[config.mk]
export PLATFORM = sky130hd
export DESIGN_NAME = row_scanner_flat
export DESIGN_NICKNAME = d
export VERILOG_FILES = /design/src/rtl/row_scanner_if.sv /design/src/rtl/row_scanner.sv /design/src/flat_wrapper.sv
export SDC_FILE = /design/constraint.sdc
export NUM_CORES = 1
export LEC_CHECK = 0
export BUFFER_PORTS_ARGS = -buffer_cell sky130_fd_sc_hd__buf_2
export CELL_PAD_IN_SITES_DETAIL_PLACEMENT = 0
export CELL_PAD_IN_SITES_GLOBAL_PLACEMENT = 1
export CORE_MARGIN = 3
export CORE_UTILIZATION = 48
export CTS_CLUSTER_DIAMETER = 30
export CTS_CLUSTER_SIZE = 8
export DETAILED_ROUTE_END_ITERATION = 10
export PLACE_DENSITY_LB_ADDON = 0.1
export SLEW_MARGIN = 20
export SYNTH_ARGS = -nofsm -noshare
export SYNTH_HDL_FRONTEND = slang
export SYNTH_SLANG_ARGS = --single-unit
[constraint.sdc]
create_clock -name clk -period 4.5 [get_ports clk]
set_input_delay 1.35 -clock clk [delete_from_list [all_inputs] [get_ports clk]]
set_output_delay 1.35 -clock clk [all_outputs]
set_load 0.01 [all_outputs]
[src/rtl/row_scanner_if.sv]
// Row stream handshake between row_scanner and its consumer.
// The master side drives the row together with its index and last flag.
interface row_scanner_if #(
  parameter int ROW_W = 8,
  parameter int IDX_W = 4
);
  logic [ROW_W-1:0] row_data;
  logic [IDX_W-1:0] row_idx;
  logic             row_valid;
  logic             row_ready;
  logic             row_last;

  modport master (
    output row_data,
    output row_idx,
    output row_valid,
    output row_last,
    input  row_ready
  );

  modport slave (
    input  row_data,
    input  row_idx,
    input  row_valid,
    input  row_last,
    output row_ready
  );
endinterface

[src/rtl/row_scanner.sv]
// Snapshots a frame of rows and streams it out one row per transfer,
// forward or reversed, with deferred loads applied between frames.
module row_scanner #(
  parameter int ROW_W = 8,
  parameter int ROWS  = 16,
  parameter int IDX_W = $clog2(ROWS)
) (
  input  logic                  clk,
  input  logic                  rst_n,
  input  logic [ROWS*ROW_W-1:0] pixels,
  input  logic                  load,
  input  logic                  en,
  input  logic                  reverse,
  output logic                  frame_done,
  row_scanner_if.master         rs
);

  typedef enum logic {
    IDLE,
    SCAN
  } state_t;

  localparam logic [IDX_W-1:0] LAST_IDX =
    IDX_W'(ROWS - 1);

  state_t                state_q, state_d;
  logic [ROWS*ROW_W-1:0] frame_q, frame_d;
  logic [IDX_W-1:0]      idx_q, idx_d;
  logic                  dir_q, dir_d;
  logic                  pend_q, pend_d;
  logic                  done_q, done_d;

  logic valid;
  logic last;
  logic xfer;
  logic snap;

  assign valid = (state_q == SCAN);
  assign last  = valid &
                 (dir_q ? (idx_q == '0)
                        : (idx_q == LAST_IDX));
  assign xfer  = valid & rs.row_ready;
  // Frame boundaries are the only points where FRAME may change.
  assign snap  = (state_q == IDLE) | (xfer & last);

  assign rs.row_valid = valid;
  assign rs.row_idx   = idx_q;
  assign rs.row_last  = last;
  assign frame_done   = done_q;

  always_comb begin
    rs.row_data = '0;
    for (int i = 0; i < ROWS; i++) begin
      if (idx_q == IDX_W'(i)) begin
        rs.row_data =
          frame_q[(ROWS-1-i)*ROW_W +: ROW_W];
      end
    end
  end

  always_comb begin
    frame_d = frame_q;
    pend_d  = pend_q;
    if (snap) begin
      if (load | pend_q) begin
        frame_d = pixels;
      end
      pend_d = 1'b0;
    end else if (load) begin
      pend_d = 1'b1;
    end
  end

  always_comb begin
    state_d = state_q;
    idx_d   = idx_q;
    dir_d   = dir_q;
    done_d  = 1'b0;
    unique case (state_q)
      IDLE: begin
        if (en) begin
          state_d = SCAN;
          dir_d   = reverse;
          idx_d   = reverse ? LAST_IDX : '0;
        end
      end
      SCAN: begin
        if (xfer && last) begin
          done_d = 1'b1;
          if (en) begin
            dir_d = reverse;
            idx_d = reverse ? LAST_IDX : '0;
          end else begin
            state_d = IDLE;
          end
        end else if (xfer) begin
          idx_d = dir_q ? idx_q - 1'b1
                        : idx_q + 1'b1;
        end
      end
      default: state_d = IDLE;
    endcase
  end

  always_ff @(posedge clk or negedge rst_n) begin
    if (!rst_n) begin
      state_q <= IDLE;
      frame_q <= '0;
      idx_q   <= '0;
      dir_q   <= 1'b0;
      pend_q  <= 1'b0;
      done_q  <= 1'b0;
    end else begin
      state_q <= state_d;
      frame_q <= frame_d;
      idx_q   <= idx_d;
      dir_q   <= dir_d;
      pend_q  <= pend_d;
      done_q  <= done_d;
    end
  end

endmodule

[src/flat_wrapper.sv]
// flat-port wrapper written by rule: the top's interface ports become plain ports
module row_scanner_flat 
#(
  parameter int ROW_W = 8,
  parameter int ROWS  = 16,
  parameter int IDX_W = $clog2(ROWS)
)
  (clk, rst_n, pixels, load, en, reverse, frame_done, rs_row_data, rs_row_idx, rs_row_valid, rs_row_last, rs_row_ready);
  row_scanner_if #(.ROW_W(ROW_W), .IDX_W(IDX_W)) rs_i ();
  input  logic clk;
  input  logic rst_n;
  input  logic [ROWS*ROW_W-1:0] pixels;
  input  logic load;
  input  logic en;
  input  logic reverse;
  output logic frame_done;
  output wire logic [$bits(rs_i.row_data)-1:0] rs_row_data;
  output wire logic [$bits(rs_i.row_idx)-1:0] rs_row_idx;
  output wire logic [$bits(rs_i.row_valid)-1:0] rs_row_valid;
  output wire logic [$bits(rs_i.row_last)-1:0] rs_row_last;
  input wire logic [$bits(rs_i.row_ready)-1:0] rs_row_ready;
  assign rs_row_data = rs_i.row_data;
  assign rs_row_idx = rs_i.row_idx;
  assign rs_row_valid = rs_i.row_valid;
  assign rs_row_last = rs_i.row_last;
  assign rs_i.row_ready = rs_row_ready;
  row_scanner #(.ROW_W(ROW_W), .ROWS(ROWS), .IDX_W(IDX_W)) u_core (.clk(clk), .rst_n(rst_n), .pixels(pixels), .load(load), .en(en), .reverse(reverse), .frame_done(frame_done), .rs(rs_i));
endmodule
==> qor.yml <==
run_status:
  run_status: "finished clean"
sta:
  skew_ns: 0.00741
  maxClockFrequency_mhz: 233
  tightest_slew_ns: 0.629
  setup_viol: 0
  timing.slew.headroom: 0.580
  timing.setup.tns_ns: 0
  post-route-period-util: 0.954
  fin_ws_ns: 0.205
  slew_viol_final: 0
  period_needed_ns: 4.30
  rsz0062_at_grt: "no"
  hold_viol_final: 0
clock_tree:
  cts_resized: 1
  cts.path.max_buffers: 2
  cts_root_buffer: "clkbuf_16"
  cts.reportedPaths.clkPinSlew_ns: 0.06
  cts_setup_buffers: 0
  cts.sinks: 136
  clkLatencyLatePin_ns: 0.42
  hold_buffers: 0
  cts_tree: "done"
  cts.htree.levels: 4
  cts_buffers: 17
yosys:
  synth_top_area_frac: 0.452
  yosysWarnings: 0
  synthCells: 592
  ys.flop_type: "dfrtp_1"
  async_flop_share: 1.00
  avgSynthCellArea_um2: 12.7
  synth_seq_cells: 136
  yosys.area.top_type: "dfrtp_1"
  synth_area_leaders: "dfrtp_1 (45%), mux2_4 (24%), buf_12 (2.9%)"
  synth.most_common_cell: "dfrtp_1"
  synth_fp_nets: 731
  ys_types: 63
  synth_edf_count: 0
  ys_top_cells_by_count: "dfrtp_1 (136), mux2_4 (120), a21oi_1 (40)"
  ys_seq_area_frac: 0.452
  syn_area_mm2: 0.00753
global_route:
  grt_pass1_wl_um: 31800
  antenna_found_initial: 0
  track_usage: 0.235
  grt_max_degree: 71
  first_global_vias: 5449
  grt-ovfl-total: 0
critical_path:
  crit_required_ns: 3.15
  path_cells: "inv_1 -> ha_2 -> nor2b_1 -> a211oi_1 -> a311oi_1 -> a21oi_1 -> buf_2"
  ff2ff_path_depth: 7
  crit_family: "compound AO/OA/AOI/OAI gates"
  path_depth: 7
  cp-end-kind: "output pin"
  worst-setup-path-type: "register to output pin"
  cp_num_buf_inv: 2
  crit_fanout: 27
  cp_data_arrival_time_ns: 2.95
  slowest_stage: "nor2b_1"
  setup.worst_path.start_class: "register"
  cpPeakStageDelay_ns: 0.55
floorplan:
  ios: 149
  core_mm2: 0.0153
  fp-row-count: 45
  fp.dieW_um: 131
  die_h_um: 131
  start_util: 0.493
  dieArea_mm2: 0.0172
placed_design:
  dp_worst_setup_slack_ns: 0.433
  port_buffers: 148
  place_congestion: 0.892
  placed_cells: 918
  dp_hpwl_um: 14300
hold_path:
  hp-class: "register to register"
  min_path_cells: 1
finish:
  areaGrowthSynthToFinish_pct: 18.0
  drive_gt1_frac: 0.456
  fin_nets: 865
  fin_util: 0.582
  fin_cells: 950
  diodes: 0
drt:
  vias: 5336
  wirelength_um: 20200
  vias_per_cell: 5.62
  remaining_drc_errors: 0
  drt_pass1_iterations: 4
  ant_nets: 0
  drt-wirelength-per-cell_um: 21.3
  drtIter0Drc: 448
pwr:
  p_leak_uw: 0.00404
  power_density_mw_per_mm2: 800
  worst_ir_drop_vdd_mv: 0.379
run:
  cap_viol_max_count: 0
[metrics by stage]
stage	power (uW)	hold slack, ns	cell area [um2]
2_1_floorplan	4790	0.473	7530
5_1_grt	7490	0.513	8880
6_report	7100	0.507	8880
3_5_place_dp	5650	0.493	8280
3_3_place_gp	5630	0.497	8280
4_1_cts	7090	0.505	8870
[cell usage in the layout (no fill, tap or decap), types with 3 or more instances in the layout]
| cell | synthesis | final |
|---|---|---|
| buf_12 | 11 | 3 |
| clkinvlp_4 | 0 | 3 |
| nand2_1 | 34 | 34 |
| a31oi_1 | 4 | 4 |
| o221ai_1 | 18 | 18 |
| a221oi_1 | 9 | 9 |
| o221a_2 | 6 | 6 |
| mux2_4 | 120 | 120 |
| nand2b_1 | 12 | 12 |
| ha_2 | 0 | 3 |
| nor3_1 | 6 | 6 |
| a21oi_1 | 40 | 40 |
| dfrtp_1 | 136 | 136 |
| clkinv_2 | 0 | 3 |
| a211oi_1 | 8 | 8 |
| a22o_1 | 5 | 5 |
| o21ai_0 | 7 | 7 |
| inv_1 | 17 | 17 |
| nor2b_1 | 5 | 5 |
| nand3b_1 | 24 | 24 |
| and2_1 | 4 | 4 |
| buf_2 | 7 | 147 |
| mux2i_1 | 4 | 4 |
| mux2_2 | 9 | 9 |
| nand3_1 | 4 | 4 |
| a32oi_1 | 5 | 5 |
| nand4_1 | 3 | 3 |
| buf_4 | 2 | 12 |
| clkbuf_16 | 0 | 17 |
| nor2_1 | 18 | 18 |
| clkinv_4 | 0 | 3 |
[power by group]
part           leakage [uW]  switching [uW]  internal [uW]
clock              0.000279             539            844
combinational       0.00213            1550           1800
sequential          0.00163             530           1850
total               0.00404            2620           4490
[registers in the layout, indices dropped and copies added, names as in the netlist]
signal / cells
u_core.frame_q: 128
u_core.rs.row_idx: 4
u_core.dir_q: 1
u_core.frame_done: 1
u_core.pend_q: 1
u_core.rs.row_valid: 1
[worst paths after layout]
path / end / start / slack [ns]
hold reg to reg: u_core.frame_q[7] / u_core.frame_q[7] / 0.51
min in group asynchronous: u_core.frame_q[124] / rst_n / 0.91
setup reg to reg: u_core.frame_q[62] / u_core.rs.row_idx[0] / 1.68
hold / removal: u_core.frame_q[7] / u_core.frame_q[7] / 0.51
setup / recovery: rs_row_data[1] / u_core.rs.row_idx[1] / 0.20
max in group asynchronous: u_core.frame_q[39] / rst_n / 2.77
[cell families (layout without fill, tap and decap cells)]
| logic type | after synthesis | after routing | share of synthesized area |
|---|---|---|---|
| AND/OR/NAND/NOR | 126 | 126 | 0.0939 |
| adder cells (fa/ha/maj) | 5 | 5 | 0.00831 |
| flip-flops | 136 | 136 | 0.452 |
| buffers and inverters | 66 | 213 | 0.0638 |
| XOR/XNOR | 1 | 1 | 0.00116 |
| multiplexers | 133 | 133 | 0.258 |
| AO/OA/AOI/OAI | 125 | 125 | 0.123 |
[area by class of cell]
type                    instances  area (um2)
fillers                      1293        6380
multi-input cells             390        3670
flip-flops and latches        136        3400
repair buffers                163         897
clock buffers                  21         460
well taps                     211         264
clock inverters                11         124
inverters                      18        67.6
[metal layers]
layer,global-route usage,wire length (um)
met1,0.347,9750
met2,0.349,9000
met3,0.0509,1040
met4,0.0735,408
met5,0,0
Note: power is estimated with default switching activity, not from simulation.
